==> config.mk <==
export PLATFORM = sky130hd
export DESIGN_NAME = dct2d_scheduler
export DESIGN_NICKNAME = d
export VERILOG_FILES = /design/src/rtl/dct_pkg.sv /design/src/rtl/dct_transpose_buf.sv /design/src/rtl/dct2d_scheduler.sv
export SDC_FILE = /design/constraint.sdc
export NUM_CORES = 1
export LEC_CHECK = 0
export BUFFER_PORTS_ARGS = -buffer_cell sky130_fd_sc_hd__buf_2
export CAP_MARGIN = 10
export CELL_PAD_IN_SITES_DETAIL_PLACEMENT = 0
export CELL_PAD_IN_SITES_GLOBAL_PLACEMENT = 1
export CORE_MARGIN = 2
export CORE_UTILIZATION = 50
export DETAILED_ROUTE_END_ITERATION = 7
export PLACE_DENSITY = 0.89
export SYNTH_ARGS = -nofsm -noshare
export SYNTH_HDL_FRONTEND = slang
export SYNTH_SLANG_ARGS = --single-unit
==> constraint.sdc <==
create_clock -name clk -period 12.07 [get_ports clk]
set_input_delay 2.414 -clock clk [delete_from_list [all_inputs] [get_ports clk]]
set_output_delay 2.414 -clock clk [all_outputs]
set_load 0.02 [all_outputs]
==> src/rtl/dct_pkg.sv <==
// dct_pkg: lane widths, scheduler state encoding and the row-pass saturation
// helper shared by the 2-D DCT scheduler and its transpose buffer.
package dct_pkg;

    localparam int DCT_IN_W  = 9;
    localparam int DCT_OUT_W = 19;
    localparam int DCT_N     = 8;

    // Packed bus widths: eight input-width lanes and eight output-width lanes.
    localparam int DCT_ROW_W = DCT_N * DCT_IN_W;
    localparam int DCT_COL_W = DCT_N * DCT_OUT_W;

    typedef enum logic [1:0] {
        ROW_IN,
        ROW_RUN,
        COL_RUN,
        COL_OUT
    } dct_sched_state_t;

    localparam logic signed [DCT_OUT_W-1:0] SAT9_HI     = 19'sd255;
    localparam logic signed [DCT_OUT_W-1:0] SAT9_LO     = -19'sd256;
    localparam logic signed [DCT_IN_W-1:0]  SAT9_HI_OUT = 9'sh0ff;
    localparam logic signed [DCT_IN_W-1:0]  SAT9_LO_OUT = 9'sh100;

    // Clamp a row-pass value into the signed 9-bit range the column pass expects.
    function automatic logic signed [DCT_IN_W-1:0] sat9(input logic signed [DCT_OUT_W-1:0] x);
        logic signed [DCT_IN_W-1:0] y;
        if (x > SAT9_HI) begin
            y = SAT9_HI_OUT;
        end else if (x < SAT9_LO) begin
            y = SAT9_LO_OUT;
        end else begin
            y = x[DCT_IN_W-1:0];
        end
        return y;
    endfunction

endpackage

==> src/rtl/dct_transpose_buf.sv <==
// dct_transpose_buf: 8x8 array of 9-bit row-pass results. Rows are written
// whole; columns are read combinationally so the column pass can feed the core
// directly from the array.
module dct_transpose_buf
    import dct_pkg::*;
(
    input  logic                 clk,
    input  logic                 wr_en,
    input  logic [2:0]           wr_row,
    input  logic [DCT_ROW_W-1:0] wr_data,
    input  logic [2:0]           rd_col,
    output logic [DCT_ROW_W-1:0] rd_data
);

    logic [DCT_IN_W-1:0] mem [DCT_N][DCT_N];

    // Row write: lane v of wr_data lands in column v of the addressed row.
    // NOTE: the array carries no reset; every entry is rewritten by the row
    // pass before the column pass reads it, so clearing it would only add logic.
    always_ff @(posedge clk) begin
        if (wr_en) begin
            for (int v = 0; v < DCT_N; v++) begin
                // NOTE: state updates use non-blocking assignment so every
                // register samples its inputs from before the edge.
                mem[wr_row][v] <= wr_data[v*DCT_IN_W +: DCT_IN_W];
            end
        end
    end

    // Column read: lane k of rd_data is row k of the selected column.
    always_comb begin
        // NOTE: assign a default before the loop so no path leaves the output
        // unassigned and no latch is inferred.
        rd_data = '0;
        for (int k = 0; k < DCT_N; k++) begin
            rd_data[k*DCT_IN_W +: DCT_IN_W] = mem[k][rd_col];
        end
    end

endmodule

==> src/rtl/dct2d_scheduler.sv <==
// dct2d_scheduler: runs an 8x8 2-D DCT on a shared 8-point 1-D core. Eight row
// transforms fill the transpose buffer with scaled, saturated results, then
// eight column transforms produce one coefficient column per output beat.
module dct2d_scheduler
    import dct_pkg::*;
#(
    parameter int ROW_SHIFT = 7,
    parameter int CORE_LAT  = 7
)
(
    input  logic                 clk,
    input  logic                 rst,
    input  logic                 in_valid,
    output logic                 in_ready,
    input  logic [DCT_ROW_W-1:0] in_data,
    output logic                 out_valid,
    input  logic                 out_ready,
    output logic [DCT_COL_W-1:0] out_data,
    output logic [2:0]           out_col,
    output logic                 out_last,
    output logic                 busy,
    output logic                 core_ena,
    output logic [DCT_ROW_W-1:0] core_din,
    input  logic [DCT_COL_W-1:0] core_dout,
    output logic                 core_rst_n
);

    // Cycle, counted from the core start pulse, in which core outputs are valid.
    localparam logic [2:0] LAT_CYC = 3'(CORE_LAT);

    dct_sched_state_t state, state_next;

    logic [2:0]           row_cnt;
    logic [2:0]           col_cnt;
    logic [2:0]           cyc;
    logic [DCT_ROW_W-1:0] row_reg;
    logic [DCT_COL_W-1:0] out_reg;
    logic [DCT_ROW_W-1:0] row_wr_data;
    logic [DCT_ROW_W-1:0] col_rd_data;
    logic                 lat_hit;
    logic                 tb_wr_en;

    assign lat_hit  = (cyc == LAT_CYC);
    assign tb_wr_en = (state == ROW_RUN) && lat_hit;

    // Row-pass scaling: floor shift then clamp each core lane to 9 bits.
    for (genvar v = 0; v < DCT_N; v++) begin : g_row_scale
        logic signed [DCT_OUT_W-1:0] lane;
        assign lane = core_dout[v*DCT_OUT_W +: DCT_OUT_W];
        assign row_wr_data[v*DCT_IN_W +: DCT_IN_W] = sat9(lane >>> ROW_SHIFT);
    end

    dct_transpose_buf u_tbuf (
        .clk     (clk),
        .wr_en   (tb_wr_en),
        .wr_row  (row_cnt),
        .wr_data (row_wr_data),
        .rd_col  (col_cnt),
        .rd_data (col_rd_data)
    );

    // State register.
    always_ff @(posedge clk) begin
        if (rst) begin
            state <= ROW_IN;
        end else begin
            state <= state_next;
        end
    end

    // Next-state logic: each run state waits for the core result cycle.
    always_comb begin
        state_next = state;
        unique case (state)
            ROW_IN: begin
                if (in_valid) state_next = ROW_RUN;
            end
            ROW_RUN: begin
                if (lat_hit) state_next = (row_cnt == 3'd7) ? COL_RUN : ROW_IN;
            end
            COL_RUN: begin
                if (lat_hit) state_next = COL_OUT;
            end
            COL_OUT: begin
                if (out_ready) state_next = (col_cnt == 3'd7) ? ROW_IN : COL_RUN;
            end
            default: state_next = ROW_IN;
        endcase
    end

    // Output decode: handshakes, core start pulse and core operand selection.
    // Handshake and status outputs are forced low while reset is asserted.
    always_comb begin
        in_ready  = 1'b0;
        out_valid = 1'b0;
        core_ena  = 1'b0;
        busy      = 1'b0;
        core_din  = '0;
        if (!rst) begin
            unique case (state)
                ROW_IN:  in_ready  = 1'b1;
                ROW_RUN: core_ena  = (cyc == 3'd0);
                COL_RUN: core_ena  = (cyc == 3'd0);
                COL_OUT: out_valid = 1'b1;
                default: ;
            endcase
            busy = !((state == ROW_IN) && (row_cnt == 3'd0));
        end
        unique case (state)
            ROW_RUN: core_din = row_reg;
            COL_RUN: core_din = col_rd_data;
            default: ;
        endcase
    end

    assign out_last   = out_valid && (col_cnt == 3'd7);
    assign out_data   = out_reg;
    assign out_col    = col_cnt;
    assign core_rst_n = ~rst;

    // Datapath: row latch, run-cycle counter, row/column counters, result capture.
    always_ff @(posedge clk) begin
        if (rst) begin
            row_cnt <= 3'd0;
            col_cnt <= 3'd0;
            cyc     <= 3'd0;
            row_reg <= '0;
            out_reg <= '0;
        end else begin
            unique case (state)
                ROW_IN: begin
                    if (in_valid) begin
                        row_reg <= in_data;
                        cyc     <= 3'd0;
                    end
                end
                ROW_RUN: begin
                    cyc <= cyc + 3'd1;
                    if (lat_hit) begin
                        row_cnt <= row_cnt + 3'd1;
                        cyc     <= 3'd0;
                        if (row_cnt == 3'd7) col_cnt <= 3'd0;
                    end
                end
                COL_RUN: begin
                    cyc <= cyc + 3'd1;
                    if (lat_hit) begin
                        out_reg <= core_dout;
                        cyc     <= 3'd0;
                    end
                end
                COL_OUT: begin
                    if (out_ready) begin
                        col_cnt <= col_cnt + 3'd1;
                        cyc     <= 3'd0;
                        if (col_cnt == 3'd7) row_cnt <= 3'd0;
                    end
                end
                default: ;
            endcase
        end
    end

endmodule

==> results of run 1 <==
## worst reg2reg max path, stage by stage, from the launching register on
cell and delay [ps]:
dfxtp_1 330, inv_1 180, ha_2 930, buf_4 680
and2_4 670, buf_4 840, nand2_1 410, a21oi_1 180
## stage by stage
step                      utilization [%]  area [um^2]
after floorplan                         -        32000
after global placement               55.1        34800
after detailed placement             55.1        34800
after CTS                            59.2        37400
after global routing                 59.2        37400
final                                59.2        37400
## placed cells by master (no fill, tap or decap), types with 3 or more instances in the layout
cell       Yosys  layout
inv_1         10      10
a22oi_1       72      72
clkinv_2       0      10
o21ai_0       27      27
nand3_1       10      10
o21a_1        56      56
mux4_2        72      72
dfxtp_1      235     232
a21boi_1      44      44
nor2b_1        6       4
nand2_1      602     600
buf_4          6      31
nand2b_1       3       3
clkbuf_16      0      86
mux2i_1      148     148
inv_6          0       3
ha_1          13      10
clkbuf_1     104      19
clkinv_1       0      13
and2_1         8       6
a21oi_1      258     258
o2bb2ai_1      5       4
clkbuf_8       0       6
diode_2        0       5
nor2_1        30      24
nor3_1        10       8
a21o_1         3       3
nor2_4         0       6
buf_2         25     459
edfxtp_1     576     576
o211ai_1      46      46
## final cells by class
class | count | area [um^2]
inverter | 10 | 37.5
tap | 846 | 1060
fill | 4886 | 25800
clock inverter | 36 | 274
antenna | 5 | 12.5
sequential | 811 | 22000
timing repair buffer | 491 | 2540
multi-input combinational | 1427 | 9190
clock buffer | 110 | 2290
## Yosys cell counts, types with 2 or more instances
| library cell | n | area (um^2) |
|---|---|---|
| nand3_1 | 10 | 50.1 |
| clkbuf_1 | 104 | 390 |
| a21boi_0 | 2 | 15.0 |
| a21o_1 | 3 | 22.5 |
| buf_1 | 14 | 52.6 |
| o211ai_1 | 46 | 345 |
| buf_4 | 6 | 45.0 |
| a211oi_1 | 2 | 15.0 |
| edfxtp_1 | 576 | 17300 |
| o2bb2ai_1 | 5 | 43.8 |
| a21boi_1 | 44 | 330 |
| nor2_1 | 30 | 113 |
| dfxtp_1 | 235 | 4700 |
| mux2i_1 | 148 | 1480 |
| a22oi_1 | 72 | 541 |
| buf_8 | 6 | 90.1 |
| o21a_1 | 56 | 420 |
| nand4b_1 | 2 | 17.5 |
| nor3_1 | 10 | 50.1 |
| a21oi_1 | 258 | 1290 |
| buf_6 | 11 | 124 |
| buf_2 | 25 | 125 |
| and2_1 | 8 | 50.1 |
| ha_1 | 13 | 163 |
| inv_1 | 10 | 37.5 |
| clkbuf_2 | 2 | 10.0 |
| nor2b_1 | 6 | 37.5 |
| mux4_2 | 72 | 1620 |
| o21ai_0 | 27 | 135 |
| nand2b_1 | 3 | 18.8 |
| nand2_1 | 602 | 2260 |
## routing by layer
metal	routed length, um	vias up	share of wire (%)	global-route usage (%)
met5	11	-	0.011	0
met2	46500	1557	46	47.2
met3	13100	200	13	8.23
met1	38400	11000	38	40.6
met4	3840	2	3.8	11.8
li1	-	9640	-	-
## worst max-delay path by stage
stage | start | end | slack, ps | depth (start not counted)
floorplan | state[1] | u_tbuf.mem[1][0] | 5420 | 6
global placement | rst | out_last | 6340 | 4
detailed placement | rst | out_last | 6300 | 4
CTS | out_col[0] | core_din[64] | 5630 | 5
global route | out_col[0] | core_din[64] | 5480 | 5
finish | out_col[0] | core_din[64] | 5640 | 5
## power groups by stage
stage,clock (mW),sequential [mW],combinational (mW)
CTS,2.46,3.02,0.323
global placement,0,3.08,0.316
detailed placement,0,3.08,0.322
global route,2.57,3.02,0.345
floorplan,0,3.08,0.146
finish,2.45,3.02,0.331
## cells by family (layout without fill, tap and decap cells)
logic type      after synthesis  in the layout
other cells                   0              5
buf+inv                     179            647
simple gates                675            675
flops                       811            811
compound gates              519            519
fa+ha+maj                    13             13
mux                         220            220
==> key figures, run 1 <==
Critical path
  • CP top delay family: buffers and inverters
  • Crit path launch type: flip-flop
  • Reg2reg end: out_data[149]
  • Worst flop-to-flop path startpoint: state[0]
  • CP bufs+invs: 2
  • Crit-path slowest cell: dfxtp_4
  • Critical path's largest stage delay: 920 ps
  • Worst setup EP type: output pin
  • WP data arrival: 4010 ps
  • Critical-path cell list: buf_4 -> mux4_2 -> o211ai_1 -> a21boi_1 -> buf_2
  • Req. time, crit path: about 9700 ps
  • Crit Path Class: reg -> out
  • Flop2flop setup slack: 7770 ps
  • Cells on worst reg2reg path: 7
  • Crit path max fanout: between 50 and 60

Logic synthesis
  • Syn Inst Count: 2,417
  • FF+latch count, synth: 811
  • Synth warnings: 0
  • EDFF count, synth: 576
  • XOR/XNOR share of the synthesized area: 0%
  • Simple-Gate Fraction of Synth Area: 8.21%
  • Seq/Total Area, Yosys: 68.8%
  • Synth Area in Compound Gates: 9.98%
  • Mux contribution to synthesized area: 9.70%
  • Fraction of registers with async set/reset: 0%
  • Synth Flop Type: edfxtp_1
  • Largest family of logic cells by synthesized area: compound AO/OA/AOI/OAI gates
  • Syn_area_per_cell: 13.2 um^2
  • Mapped Area: between 0.03 and 0.04 mm^2
  • Syn nets: approximately 2,700
  • Synth unique cells: 40
  • Post-Synth Adder-Cell Area: less than 1%

Layout
  • Max FFs per register: 576
  • Layout area overhead: 17.0%
  • Share of layout cells above drive strength 1: approximately a quarter
  • Final #Nets: 3,064
  • Final cell count without fillers: 3,736

Power
  • P_sw: 1.33 mW
  • Sequential share of power: between 50% and 60%
  • Power Internal: 4.48 mW
  • Final total power: 5.81 mW
  • Comb pwr share: 5.7%
  • Clock power frac: 42.2%
  • Pwr dens: 155 mW/mm^2
  • Leakage power: 12.7 nW
  • Switching fraction of total power: 22.9%
  • Worst vdd ir: 122 uV

Placed design
  • Pre-CTS setup slack: 6300 ps
  • Final GP Congestion: around 0.9
  • Hpwl dp: 65,500 um
  • Dpl cells: 3,585
  • IO buf count: 460

Clocking
  • Total CTS buffers: 82
  • CTS root buf: clkbuf_16
  • CTS H-tree depth: 3
  • Longest Clk Path Bufs: 3
  • Cts hold-fix bufs: 0
  • Post-CTS Resized: 0
  • Clock Pin Slew Worst Setup and Hold Paths: 60 ps
  • Setup Fix Bufs, Post-CTS: 0
  • CTS tree: done
  • Clk_lat worst skew: 640 ps
  • TritonCTS Sinks: 811

Floorplanning
  • CORE AREA: 0.0632 mm^2
  • Die width: 257 um
  • Die ar.: ~0.066 mm^2
  • DIE HEIGHT: 257 um
  • Row Count: 92
  • Io pins: around 460
  • Initial Utilization: 50.6%

Route
  • Drt first pass iters: 5
  • Antenna viol nets, final: 0
  • Final wirelength: 102,000 um
  • Routed vias: 22,400
  • Drt initial violations: 2,915
  • DRC Markers: 0
  • Avg Vias per Cell: 6.00
  • DR WL/cell: 27.3 um

Timing
  • Setup WS post-layout: 5640 ps
  • Unrepaired setup endpoints after global routing: false
  • Fin crit share: a little over half
  • Final hold slack: between 400 and 500 ps
  • Setup total negative slack: 0 ps
  • Slew @ Worst Pin: 1160 ps
  • Minimum clock period: 6430 ps
  • Clk_skew: 21.2 ps
  • Slew HR: ~22%
  • Fmax: 156 MHz
  • Setup violators final: 0
  • Slew Viols, Final: 0
  • Final Hold Vio Count: 0

Global routing
  • Largest net degree at the start of global routing: 110
  • First-pass GRT wire length: 145,000 um
  • Total grt overflow: 0
  • Vias in the first global route: 21,700
  • Initial antenna violation count: 15
  • Total track usage: 30.3%

Run
  • Max Cap Violations: 0

Outcome
  • Outcome: finished, final reports clean

Hold path
  • WHS Path Cells: 2
  • Hold Path Class: reg -> reg
  • Worst Hold End: out_data[146]
  • Hold wc startpoint: out_data[146]
Note: power is estimated with default switching activity, not from simulation.
==> inputs of run 2 (changes only) <==
Settings changed: CORE_UTILIZATION 50 to 42, PLACE_DENSITY 0.89 to 0.8.
Clock period 12.07 ns to 5.8 ns, I/O delays scaled along.
==> run 2 against run 1 <==
Compared with the run above:
- setup slack lost 4500 ps
- total power up 110%
- global-route usage decreased by 5.2 points
- cell count is 4.2% higher
- sequential power up 110%
- cell area is 1.6% higher
- critical path depth stayed put
- count of clock-buffer cells in the layout did not move
- clock power grew 120%
- largest cell class unchanged
- largest power group unchanged
==> key figures, run 2 (synthesized netlist as in run 1, its figures left out) <==
Timing
  • Setup violators final: 0
  • Setup WS post-layout: 1140 ps
  • Minimum clock period: 4660 ps
  • Final hold slack: 450 ps
  • Clk_skew: 41.5 ps
  • Fin crit share: 80.3%
  • Fmax: 215 MHz
  • Setup total negative slack: 0 ps
  • Final Hold Vio Count: 0
  • Unrepaired setup endpoints after global routing: false
  • Slew Viols, Final: 0
  • Slew @ Worst Pin: 1130 ps
  • Slew HR: 25.0%

Placed design
  • Hpwl dp: 66,400 um
  • IO buf count: 460
  • Final GP Congestion: 0.858
  • Pre-CTS setup slack: 1760 ps
  • Post-DP Area: 0.0352 mm^2

Global routing
  • Vias in the first global route: 21,100
  • Initial antenna violation count: 12
  • First-pass GRT wire length: 143,000 um
  • Largest net degree at the start of global routing: 96
  • Total grt overflow: 0
  • Total track usage: 25.1%

Critical path
  • Crit-path slowest cell: dfxtp_4
  • Crit Path Class: reg -> out
  • Req. time, crit path: approximately 4600 ps
  • Critical path's largest stage delay: ~980 ps
  • WP data arrival: roughly 3500 ps
  • Reg2reg end: u_tbuf.mem[5][49]
  • Critical-path cell list: buf_4 -> mux4_2 -> o211ai_1 -> a21boi_1 -> buf_2
  • Crit path max fanout: 49
  • Worst flop-to-flop path startpoint: state[1]
  • CP top delay family: flip-flops
  • Flop2flop setup slack: 1950 ps
  • Crit path launch type: flip-flop
  • CP bufs+invs: 2
  • Cells on worst reg2reg path: 5
  • Worst setup EP type: output pin

Clocking
  • Cts hold-fix bufs: 0
  • Total CTS buffers: 86
  • CTS tree: done
  • Longest Clk Path Bufs: 3
  • CTS root buf: clkbuf_16
  • Clk_lat worst skew: between 600 and 700 ps
  • TritonCTS Sinks: 811
  • Post-CTS Resized: 0
  • CTS H-tree depth: 3
  • Setup Fix Bufs, Post-CTS: 0
  • Clock Pin Slew Worst Setup and Hold Paths: around 60 ps

Floorplanning
  • Die ar.: slightly below 0.08 mm^2
  • Initial Utilization: between 40% and 50%
  • DIE HEIGHT: 280 um
  • Die width: 280 um
  • Row Count: 101
  • Io pins: 461
  • CORE AREA: 0.0757 mm^2

Route
  • Drt initial violations: between 2,000 and 2,500
  • DRC Markers: 0
  • DR WL/cell: 25.8 um
  • Drt first pass iters: 5
  • Final wirelength: about 100,000 um
  • Avg Vias per Cell: 5.67
  • Antenna viol nets, final: 0
  • Routed vias: ~22,000

Layout
  • Layout area overhead: 18.9%
  • Util after Layout: between 50 and 60%
  • Final instance area: 0.0380 mm^2
  • Share of layout cells above drive strength 1: 25.1%
  • Final #Nets: between 3,000 and 4,000
  • Leading cell types in the layout, fill and taps excluded: 600 x nand2_1, 576 x edfxtp_1, 459 x buf_2
  • Most common cell after layout, fill and taps aside: nand2_1
  • Max FFs per register: between 500 and 600
  • FILL cells: about 6,500

Hold path
  • Hold wc startpoint: out_data[103]
  • WHS Path Cells: 2
  • Worst Hold End: out_data[103]
  • Hold Path Class: reg -> reg

Power
  • P_sw: between 2 and 3 mW
  • Switching fraction of total power: 22.7%
  • Sequential share of power: between 50% and 60%
  • Clock power frac: 44.1%
  • Power Internal: 9.61 mW
  • Leakage power: between 10 and 15 nW
  • Worst vdd ir: 245 uV
  • Comb pwr share: 5.3%
  • Pwr dens: 327 mW/mm^2

Outcome
  • Outcome: finished, final reports clean

Run
  • Max Cap Violations: 0
==> run 2: final cells by class <==
| type | instances | area, um^2 | area share, % |
|---|---|---|---|
| Antenna cell | 1 | 2.50 | 0.00658 |
| Clock buffer | 110 | 2370 | 6.24 |
| Clock inverter | 49 | 438 | 1.15 |
| Inverter | 10 | 37.5 | 0.0987 |
| Multi-Input combinational cell | 1427 | 9200 | 24.2 |
| Sequential cell | 811 | 22000 | 57.9 |
| Tap cell | 978 | 1220 | 3.22 |
| Timing Repair Buffer | 506 | 2730 | 7.19 |
==> run 2: power groups by stage <==
stage,registers (mW),logic (mW),clock network (mW)
after floorplan,6.41,0.303,0
after global placement,6.42,0.640,0
after detailed placement,6.42,0.650,0
after CTS,6.29,0.652,5.51
after global routing,6.29,0.696,5.76
final,6.29,0.657,5.47
==> run 2: per-stage QoR <==
step           std cells  total power [mW]
2_1_floorplan       2417              6.71
4_1_cts             3891              12.5
3_5_place_dp        3732              7.07
3_3_place_gp        3732              7.06
5_1_grt             3892              12.8
6_report            3892              12.4
==> run 2: tightest hold or removal path: stages (launching register included) <==
cell	delay, ps
dfxtp_1	300
nand2_1	50
a21oi_1	50
==> run 2: worst max-delay path by stage <==
stage               slack, ps  startpoint                to  depth (start not counted)
finish                   1140  out_col[0]       core_din[1]                          5
global route             1010  out_col[0]       core_din[1]                          5
CTS                      1100  out_col[0]       core_din[1]                          5
detailed placement       1760  out_col[0]       core_din[1]                          5
global placement         1740  out_col[0]       core_din[1]                          5
floorplan                1080    state[1]  u_tbuf.mem[5][0]                          6
==> run 2: per-layer routing <==
layer / part of all wire (%) / global-route usage, % / wire [um] / up-vias
met1: 40 / 34.2 / 40400 / 11000
li1: - / - / - / 9684
met5: 0.028 / 0 / 28 / -
met2: 47 / 40.1 / 47200 / 1258
met3: 11 / 5.97 / 10700 / 138
met4: 2.3 / 7.12 / 2290 / 4
